$ cat src/rtl/ariane_pkg.sv
// Shared core types: exception record, writeback entry and writeback sizing.
package ariane_pkg;

    localparam int unsigned NR_WB_PORTS   = 4;
    localparam int unsigned TRANS_ID_BITS = 2;

    // 129-bit exception record: {cause, tval, valid}.
    typedef struct packed {
        logic [63:0] cause;
        logic [63:0] tval;
        logic        valid;
    } exception_t;

    // One writeback entry as produced by a functional unit.
    typedef struct packed {
        logic [TRANS_ID_BITS-1:0] trans_id;
        logic [63:0]              result;
        exception_t               ex;
    } wb_entry_t;

endpackage

$ cat src/rtl/rr_arb_lock.sv
// Round-robin priority picker with a grant lock.
// While the previous cycle asked for a lock, the previously issued grant is
// replayed so the downstream sees a stable choice during back-pressure.
module rr_arb_lock #(
    parameter  int unsigned NR_REQ = 4,
    localparam int unsigned IDX_W  = (NR_REQ > 1) ? $clog2(NR_REQ) : 1
) (
    input  logic              clk_i,
    input  logic              rst_i,
    input  logic [NR_REQ-1:0] req_i,
    input  logic [IDX_W-1:0]  rr_ptr_i,
    input  logic              lock_i,
    output logic [NR_REQ-1:0] gnt_oh_o,
    output logic [IDX_W-1:0]  gnt_idx_o
);

    logic             lock_q;
    logic [IDX_W-1:0] gnt_q;
    logic [IDX_W-1:0] pick_idx;
    logic             found;
    int               cand;

    // Scan rr_ptr, rr_ptr+1, ... modulo NR_REQ and take the first request.
    always_comb begin
        pick_idx = '0;
        found    = 1'b0;
        cand     = 0;
        for (int k = 0; k < int'(NR_REQ); k++) begin
            cand = int'(rr_ptr_i) + k;
            if (cand >= int'(NR_REQ)) begin
                cand = cand - int'(NR_REQ);
            end
            if (!found && req_i[IDX_W'(cand)]) begin
                found    = 1'b1;
                pick_idx = IDX_W'(cand);
            end
        end
    end

    assign gnt_idx_o = lock_q ? gnt_q : pick_idx;

    generate
        for (genvar gi = 0; gi < int'(NR_REQ); gi++) begin : g_oh
            assign gnt_oh_o[gi] = req_i[gi] && (gnt_idx_o == IDX_W'(gi));
        end
    endgenerate

    // Remember the issued grant and whether it must be replayed next cycle.
    always_ff @(posedge clk_i) begin
        if (rst_i) begin
            lock_q <= 1'b0;
            gnt_q  <= '0;
        end else begin
            lock_q <= lock_i;
            gnt_q  <= gnt_idx_o;
        end
    end

endmodule

$ cat src/rtl/wb_arbiter.sv
// Writeback arbiter: one-entry buffer per functional unit, drained
// round-robin into the single scoreboard writeback port.
module wb_arbiter
    import ariane_pkg::*;
#(
    parameter  int unsigned NR_REQ = NR_WB_PORTS,
    parameter  int unsigned TID_W  = TRANS_ID_BITS,
    localparam int unsigned IDX_W  = (NR_REQ > 1) ? $clog2(NR_REQ) : 1
) (
    input  logic              clk_i,
    input  logic              rst_i,
    input  logic              flush_i,
    input  logic [NR_REQ-1:0] req_valid_i,
    output logic [NR_REQ-1:0] req_ready_o,
    input  logic [TID_W-1:0]  req_trans_id_i [NR_REQ],
    input  logic [63:0]       req_result_i   [NR_REQ],
    input  exception_t        req_ex_i       [NR_REQ],
    output logic              wb_valid_o,
    input  logic              wb_ready_i,
    output logic [TID_W-1:0]  wb_trans_id_o,
    output logic [63:0]       wb_result_o,
    output exception_t        wb_ex_o,
    output logic [IDX_W-1:0]  wb_port_o
);

    // Same layout as wb_entry_t, but sized by this instance's TID_W.
    typedef struct packed {
        logic [TID_W-1:0] trans_id;
        logic [63:0]      result;
        exception_t       ex;
    } entry_t;

    logic [NR_REQ-1:0] buf_valid_q;
    logic [NR_REQ-1:0] buf_valid_d;
    entry_t            buf_data_q [NR_REQ];
    logic [IDX_W-1:0]  rr_ptr_q;
    logic [IDX_W-1:0]  rr_ptr_d;

    logic [IDX_W-1:0]  gnt_idx;
    logic [NR_REQ-1:0] gnt_oh;
    logic              wb_valid;
    logic              pop;
    logic [NR_REQ-1:0] push;
    entry_t            gnt_entry;

    // Flush hides the buffers from the scoreboard in the same cycle.
    assign wb_valid = (|buf_valid_q) && !flush_i;
    assign pop      = wb_valid && wb_ready_i;

    rr_arb_lock #(
        .NR_REQ (NR_REQ)
    ) u_arb (
        .clk_i     (clk_i),
        .rst_i     (rst_i),
        .req_i     (buf_valid_q),
        .rr_ptr_i  (rr_ptr_q),
        .lock_i    (wb_valid && !wb_ready_i),
        .gnt_oh_o  (gnt_oh),
        .gnt_idx_o (gnt_idx)
    );

    // With nothing buffered the picker returns index 0, so data comes from buf 0.
    assign gnt_entry     = buf_data_q[gnt_idx];
    assign wb_valid_o    = wb_valid;
    assign wb_trans_id_o = gnt_entry.trans_id;
    assign wb_result_o   = gnt_entry.result;
    assign wb_ex_o       = gnt_entry.ex;
    assign wb_port_o     = gnt_idx;

    generate
        for (genvar gi = 0; gi < int'(NR_REQ); gi++) begin : g_port
            // A full buffer frees up in the same cycle it is popped, allowing streaming.
            assign req_ready_o[gi] = !flush_i && (!buf_valid_q[gi] || (pop && gnt_oh[gi]));
            assign push[gi]        = req_valid_i[gi] && req_ready_o[gi];

            // Next valid bit: a push wins over the pop of the same entry.
            always_comb begin
                buf_valid_d[gi] = buf_valid_q[gi];
                if (flush_i) begin
                    buf_valid_d[gi] = 1'b0;
                end else if (push[gi]) begin
                    buf_valid_d[gi] = 1'b1;
                end else if (pop && gnt_oh[gi]) begin
                    buf_valid_d[gi] = 1'b0;
                end
            end

            // Per-port buffer storage.
            always_ff @(posedge clk_i) begin
                if (rst_i) begin
                    buf_valid_q[gi] <= 1'b0;
                    buf_data_q[gi]  <= '0;
                end else begin
                    buf_valid_q[gi] <= buf_valid_d[gi];
                    if (push[gi]) begin
                        buf_data_q[gi] <= '{trans_id: req_trans_id_i[gi],
                                            result:   req_result_i[gi],
                                            ex:       req_ex_i[gi]};
                    end
                end
            end
        end
    endgenerate

    // Priority moves past the port just written back; only pops move it.
    always_comb begin
        rr_ptr_d = rr_ptr_q;
        if (pop) begin
            rr_ptr_d = (gnt_idx == IDX_W'(NR_REQ - 1)) ? '0 : gnt_idx + 1'b1;
        end
    end

    // Round-robin pointer register.
    always_ff @(posedge clk_i) begin
        if (rst_i) begin
            rr_ptr_q <= '0;
        end else begin
            rr_ptr_q <= rr_ptr_d;
        end
    end

`ifndef SYNTHESIS
    logic              stall_q;
    logic [TID_W-1:0]  stall_tid_q;
    logic [63:0]       stall_res_q;
    logic [IDX_W-1:0]  stall_port_q;
    logic [NR_REQ-1:0] hold_q;

    // Capture what must stay stable and which requests are still pending.
    always_ff @(posedge clk_i) begin
        if (rst_i) begin
            stall_q <= 1'b0;
            hold_q  <= '0;
        end else begin
            stall_q <= wb_valid && !wb_ready_i;
            hold_q  <= flush_i ? '0 : (req_valid_i & ~req_ready_o);
        end
        stall_tid_q  <= wb_trans_id_o;
        stall_res_q  <= wb_result_o;
        stall_port_q <= wb_port_o;
    end

    // Protocol checks: stable stalled output, held requests, unique trans_ids.
    always_ff @(posedge clk_i) begin
        if (!rst_i) begin
            if (stall_q) begin
                assert (flush_i || (wb_valid_o && wb_trans_id_o == stall_tid_q &&
                                    wb_result_o == stall_res_q && wb_port_o == stall_port_q));
            end
            assert ((req_valid_i & hold_q) == hold_q);
            for (int i = 0; i < int'(NR_REQ); i++) begin
                for (int j = i + 1; j < int'(NR_REQ); j++) begin
                    assert (!(buf_valid_q[i] && buf_valid_q[j] &&
                              buf_data_q[i].trans_id == buf_data_q[j].trans_id));
                end
            end
        end
    end
`endif

endmodule

$ cat config.mk
export PLATFORM = sky130hd
export DESIGN_NAME = wb_arbiter
export DESIGN_NICKNAME = d
export VERILOG_FILES = /design/src/rtl/ariane_pkg.sv /design/src/rtl/rr_arb_lock.sv /design/src/rtl/wb_arbiter.sv
export SDC_FILE = /design/constraint.sdc
export NUM_CORES = 1
export LEC_CHECK = 0
export CAP_MARGIN = 5
export CORE_AREA = 2 2 383 385
export CTS_BUF_LIST = sky130_fd_sc_hd__clkbuf_4 sky130_fd_sc_hd__clkbuf_8 sky130_fd_sc_hd__clkbuf_16
export CTS_CLUSTER_SIZE = 14
export DETAILED_ROUTE_END_ITERATION = 10
export DIE_AREA = 0 0 385 387
export GPL_ROUTABILITY_DRIVEN = 0
export MAX_ROUTING_LAYER = met4
export REMOVE_ABC_BUFFERS = 1
export SLEW_MARGIN = 20
export SYNTH_ARGS = -nofsm -noshare
export SYNTH_HDL_FRONTEND = slang
export SYNTH_HIERARCHICAL = 1
export SYNTH_SLANG_ARGS = --single-unit
$ cat constraint.sdc
create_clock -name clk_i -period 24.9 [get_ports clk_i]
set_clock_uncertainty 0.05 [all_clocks]
set_input_delay 4.98 -clock clk_i [delete_from_list [all_inputs] [get_ports clk_i]]
set_output_delay 4.98 -clock clk_i [all_outputs]
set_load 0.01 [all_outputs]
# Yosys cells after proc, flatten, opt, wreduce, memory -nomap -nowiden
# Memories as Yosys holds them, arrays and structs flattened.
# Cells that the tools add are included.
[word_totals]
ff_bits = 9
elab_cells = 124
latch_bits = 0
mem_bits_ro = 0
input_bits = 788
ram_bits = 780
out_inout_bits = 202
mem_count = 1
[memory_table]
columns = ["name", "words", "word_bits", "read_ports", "rd_ports_with_merged_regs", "write_ports", "line_no", "rtl"]
rows = [
  ["buf_data_q", 4, 195, 1, 0, 4, "wb_arbiter.sv:35", "entry_t buf_data_q [NR_REQ];"],
]
[op_classes]
addsub = 8
n_shift = 0
div_mod_pow = 0
bitwise = 4
n_reduce_logical = 42
mux = 51
order_cmp = 8
n_eq_ne = 3
n_mul = 0
[op_table]
columns = ["operator", "count"]
rows = [
  ["two-way mux 195 bit", 4],
  ["two-way mux 1 bit", 33],
  ["logical AND 1 bit", 22],
  ["two-way mux 2 bit", 10],
  ["less-than comparator 2 x 4 -> 1 bit (second input constant)", 4],
  ["greater-or-equal comparator 3 bit (second input constant)", 3],
  ["logical NOT 1 bit", 9],
  ["binary-select mux 1 bit (select 2 bit)", 4],
  ["nonzero test 2 bit", 4],
  ["subtractor 2 x 1 -> 2 bit (second input constant)", 4],
  ["adder 2 x 2 -> 3 bit (second input constant)", 2],
  ["== test 2 bit (second input constant)", 2],
  ["logical OR 1 bit", 4],
  ["bitwise OR 1 bit", 4],
  ["OR reduction 4 bit", 1],
  ["adder 2 x 1 -> 3 bit (second input constant)", 1],
  ["greater-or-equal comparator 2 x 3 -> 1 bit (second input constant)", 1],
  ["adder 2 x 1 -> 2 bit (second input constant)", 1],
  ["== test 2 x 1 -> 1 bit (second input constant)", 1],
  ["logical NOT 2 bit", 1],
  ["OR reduction 2 bit", 1],
]

# Depth between registers and ports, before layout
[logic_depth]
depth_word = 26
mapped_depth = 10
mapped_depth_nobuf = 7

# Modules after synthesis
# The synthesis kept the hierarchy.
[modules_own_cells]
columns = ["module", "area_each_um2", "n_inst", "cells_per_inst", "seq_area_each_um2"]
rows = [
  ["wb_arbiter", 33696.1, 1, 1929, 23542.6],
  ["rr_arb_lock", 287.8, 1, 30, 60.1],
]

# Least setup slack after synthesis
# OpenSTA, ideal clock, no wires.
[synth_timing]
kind = "in2reg"
from = "input port flush_i"
to = "memory buf_data_q[3][0] (netlist bit) (enable)"
path_buffers = 1
path_slack_ns = 4.422
arrival_time_ns = 19.391
setup_ns = 1.037
t_required_ns = 23.813
stages = 2
path_cell_list = "clkbuf_1 o31ai_1"
[synth_rtl]
columns = ["item", "line_no", "rtl"]
rows = [
  ["start, declared", "wb_arbiter.sv:12", "input logic flush_i,"],
  ["end, declared", "wb_arbiter.sv:35", ""],
]

# Final worst setup path
[layout_timing]
from = "input port flush_i"
to = "output port req_ready_o[1]"
[layout_via]
elab_chain_cells = 6
[layout_rtl]
columns = ["item", "line_no", "rtl"]
rows = [
  ["logical NOT 1 bit *", "wb_arbiter.sv:47, wb_arbiter.sv:73", ""],
  ["logical AND 1 bit", "wb_arbiter.sv:47", "assign wb_valid = (|buf_valid_q) && !flush_i;"],
  ["logical AND 1 bit", "wb_arbiter.sv:48", "assign pop = wb_valid && wb_ready_i;"],
  ["logical AND 1 bit", "wb_arbiter.sv:73", "assign req_ready_o[gi] = !flush_i && (!buf_valid_q[gi] || (pop && gnt_oh[gi]));"],
  ["logical OR 1 bit", "wb_arbiter.sv:73", ""],
  ["logical AND 1 bit *", "wb_arbiter.sv:73", ""],
  ["end, declared", "wb_arbiter.sv:14", "output logic [NR_REQ-1:0] req_ready_o,"],
]
# Mark *: on every way between the ends. The rest lies on a longest branch, timed or not.

==> results.py <==
metrics = {
    "placement": {
        "dp_hpwl_um": 86900,
        "io_buffers": 989,
        "dpl.cell_count": 4766,
    },
    "sta": {
        "finalCritPeriodShare_pct": 47.7,
        "worstMarginPinSlew_ns": 1.05,
        "rsz0062_at_grt": "false",
        "fin_crit_ns": 11.89,
        "hold_viol": 0,
        "fmax_mhz": 84.1,
        "setup_viol": 0,
        "fin_tns_setup_ns": 0,
        "slew_headroom_pct": 30.1,
        "drv_slew": 0,
    },
    "synthesis": {
        "yosys.area_share.simple_pct": 15.0,
        "synth_cell_types": 41,
        "synth_mux_area_share_pct": 13.0,
        "async_flop_share_pct": 0,
        "synth_flop_cell": "edfxtp_1",
        "syn_inst": 1959,
        "ys_ff_latch": 789,
        "yosysWarnings": 6,
        "synthXorXnorAreaFrac_pct": 0,
        "synthAdderAreaFrac_pct": 0.0368,
        "avgSynthCellArea_um2": 17.3,
        "synth_compound_gate_area_share_pct": 0.585,
        "synth_top_family_by_area": "simple AND/OR/NAND/NOR gates",
        "synth_edf_count": 780,
        "seq_area_frac_synth_pct": 69.5,
        "synthesis.area_mm2": 0.0340,
    },
    "worst_setup_path": {
        "cp.arrival_ns": 6.86,
        "worstReg2RegStart": "rr_ptr_q[1]$_SDFFE_PP0N_",
        "critical-path-slowest-cell": "clkdlybuf4s50_1",
        "r2r-end": "buf_data_q[1][194]$_SDFFCE_PN0P_",
        "required_ns": 19.87,
        "path_max_fanout": 12,
        "end_kind": "output pin",
        "cp-startpoint": "flush_i",
        "critPathKind": "primary input to output pin",
        "worstPathCellList": "clkdlybuf4s50_1 -> nor2_1 -> clkdlybuf4s50_1",
        "r2r_cells": 10,
        "worstSetupEndpoint": "req_ready_o[1]",
        "cp_num_cells": 3,
        "critPathMaxStageDelay_ns": 0.75,
        "path_buf_inv": 2,
        "ff2ff_setup_slack_ns": 19.30,
        "startpoint_type": "primary input",
        "critPathTopFamily": "buffers and inverters",
        "cp_common_cell": "clkdlybuf4s50_1",
    },
    "die": {
        "num_io_pins": 990,
        "die_h_um": 387,
        "row_count": 140,
        "die_area_mm2": 0.149,
        "die_x_um": 385,
        "coreArea_mm2": 0.145,
        "start_util_pct": 23.5,
    },
    "finish": {
        "drive_gt1_share_pct": 13.0,
        "fin_nets": 3730,
        "area_delta_synth_final_pct": 44.6,
        "final_cell_count_no_fill": 4972,
        "utilization_pct": 33.9,
    },
    "hold_path": {
        "min-delay-start": "rr_ptr_q[0]$_SDFFE_PP0N_",
        "hold_class": "flop to flop",
    },
    "power_and_ir_drop": {
        "power_frac_seq_pct": 45.5,
        "p_clk_share_pct": 39.7,
        "internal-power_mw": 2.66,
        "power_density_mw_per_mm2": 70.9,
        "leakagePower_nw": 17.5,
        "p_switching_mw": 0.827,
        "switching_share_pct": 23.8,
        "vdd_drop_max_v": 0.0000496,
        "combinationalPowerShare_pct": 14.8,
    },
    "run_status": {
        "status": "finished, final reports clean",
    },
    "drt": {
        "drc": 0,
        "wl_um": 124000,
        "ant_nets": 0,
        "drtIter0Drc": 1300,
        "vias": 21300,
        "drt_pass1_iterations": 4,
        "detail_route.wl_per_cell_um": 25.0,
        "vias_per_cell": 4.28,
    },
    "global_routing": {
        "antenna_found_initial": 46,
        "grt_pass1_vias": 22200,
        "grt_pass1_wl_um": 170000,
        "grt_max_degree": 101,
        "grt_overflow": 0,
        "grtUsageTotal_pct": 16.7,
    },
    "clock_tree": {
        "cts_tree": "done",
        "cts_hold_buf": 0,
        "cts_setup_buffers": 0,
        "clk_latency_ns": 0.67,
        "root_buffer": "clkbuf_16",
        "cts_buffers": 90,
        "clk_path_buf_depth": 3,
        "ctsHtreeMaxLevel": 3,
        "clock-sinks": 789,
        "path_clk_slew_ns": 0.06,
        "post_cts_resized": 0,
    },
    "job": {
        "drv_cap": 0,
    },
}
[cells by family after synthesis]
logic type	count (synthesis)
and+or+nand+nor	811
muxes	196
adders and majority gates	1
buffers and inverters	139
AOI/OAI and AO/OA	23
DFF	789
[state kept, by name (all words and copies together) (netlist names)]
signal / count
buf_data_q: 780
u_arb/lock_q: 1
buf_valid_q: 4
rr_ptr_q: 2
u_arb/gnt_q: 2
[routing by layer]
layer / vias to the layer above / track usage (%) / wire (µm)
li1: 9287 / - / -
met1: 10900 / 19.7 / 49000
met2: 934 / 26.4 / 60200
met3: 169 / 5.59 / 11300
met4: 0 / 6.25 / 3850
met5: - / - / 0
[Yosys cell counts, types with 2 or more instances]
cell      count  share of area [%]
and2_1      780                 14
edfxtp_1    780                 69
mux4_2      195                 13
buf_2        45               0.66
clkbuf_2     45               0.66
clkbuf_1     27               0.30
buf_1         9              0.099
dfxtp_1       9               0.53
buf_4         7               0.15
inv_1         6              0.066
nor2_1        6              0.066
o21a_1        5               0.11
a21boi_1      4              0.088
and3b_1       4               0.10
nor2b_1       4              0.074
a21o_1        3              0.066
a21oi_1       3              0.044
nand2b_1      2              0.037
nor3_1        2              0.029
o31ai_1       2              0.044
[worst min path at each step]
stage                               end  cells after the start
2_1_floorplan  rr_ptr_q[0]$_SDFFE_PP0N_                      2
3_3_place_gp   rr_ptr_q[0]$_SDFFE_PP0N_                      2
3_5_place_dp   rr_ptr_q[0]$_SDFFE_PP0N_                      2
4_1_cts        rr_ptr_q[0]$_SDFFE_PP0N_                      2
5_1_grt        rr_ptr_q[0]$_SDFFE_PP0N_                      2
6_report       rr_ptr_q[0]$_SDFFE_PP0N_                      2
[worst reg2reg max path, stage by stage, from the launching register on]
cell and delay [ns]:
dfxtp_1 0.44, mux2_4 0.32, a221o_1 0.33, o21ai_4 0.43, buf_4 0.63, and3b_1 0.24, a21boi_1 0.11, nor2_1 0.28
a21o_4 0.68, buf_4 0.66, buf_4 0.90
[final cells by class]
| cell class | instances | area [µm²] |
|---|---|---|
| antenna | 39 | 97.6 |
| clock inverter | 53 | 603 |
| clock buffer | 114 | 2470 |
| tap | 1917 | 2400 |
| timing repair buffer | 1023 | 10200 |
| fill | 14000 | 95700 |
| inverter | 6 | 22.5 |
| sequential | 789 | 23600 |
| multi-input combinational | 1031 | 9770 |
[metrics by stage]
stage               setup slack, ns  power, mW  area (µm²)  hold WS (ns)
floorplan                      2.45       1.83       33300         0.415
global placement              13.02       2.13       46000         0.443
detailed placement            13.06       2.14       46000         0.456
CTS                           13.00       3.53       49000         0.463
global route                  12.94       3.60       49100         0.501
finish                        13.01       3.48       49100         0.461
[power by group through the flow]
stage                     logic [mW]  clock network, mW  registers, mW
final                          0.515               1.38           1.58
after global routing           0.545               1.46           1.59
after CTS                      0.529               1.42           1.59
after detailed placement       0.526                  0           1.61
after global placement         0.525                  0           1.61
after floorplan                0.214                  0           1.61
[cell usage in the layout (no fill, tap or decap), types with 2 or more instances in the layout]
cell and instances:
inv_1 6, clkinv_16 3, buf_12 2, mux4_2 195, clkinvlp_4 3, nand2b_1 2, buf_4 32, and3b_4 3
nor2b_1 4, bufinv_16 10, clkbuf_4 22, dfxtp_1 9, diode_2 39, clkinv_2 12, nor2_1 6, edfxtp_1 780
a21boi_1 4, a21o_4 3, and2_1 780, clkinv_1 20, o21a_1 5, clkbuf_16 92, clkdlybuf4s50_1 989, clkinv_4 3
nor3_1 2, a21oi_1 3
Power figures use the tool's default switching activity.
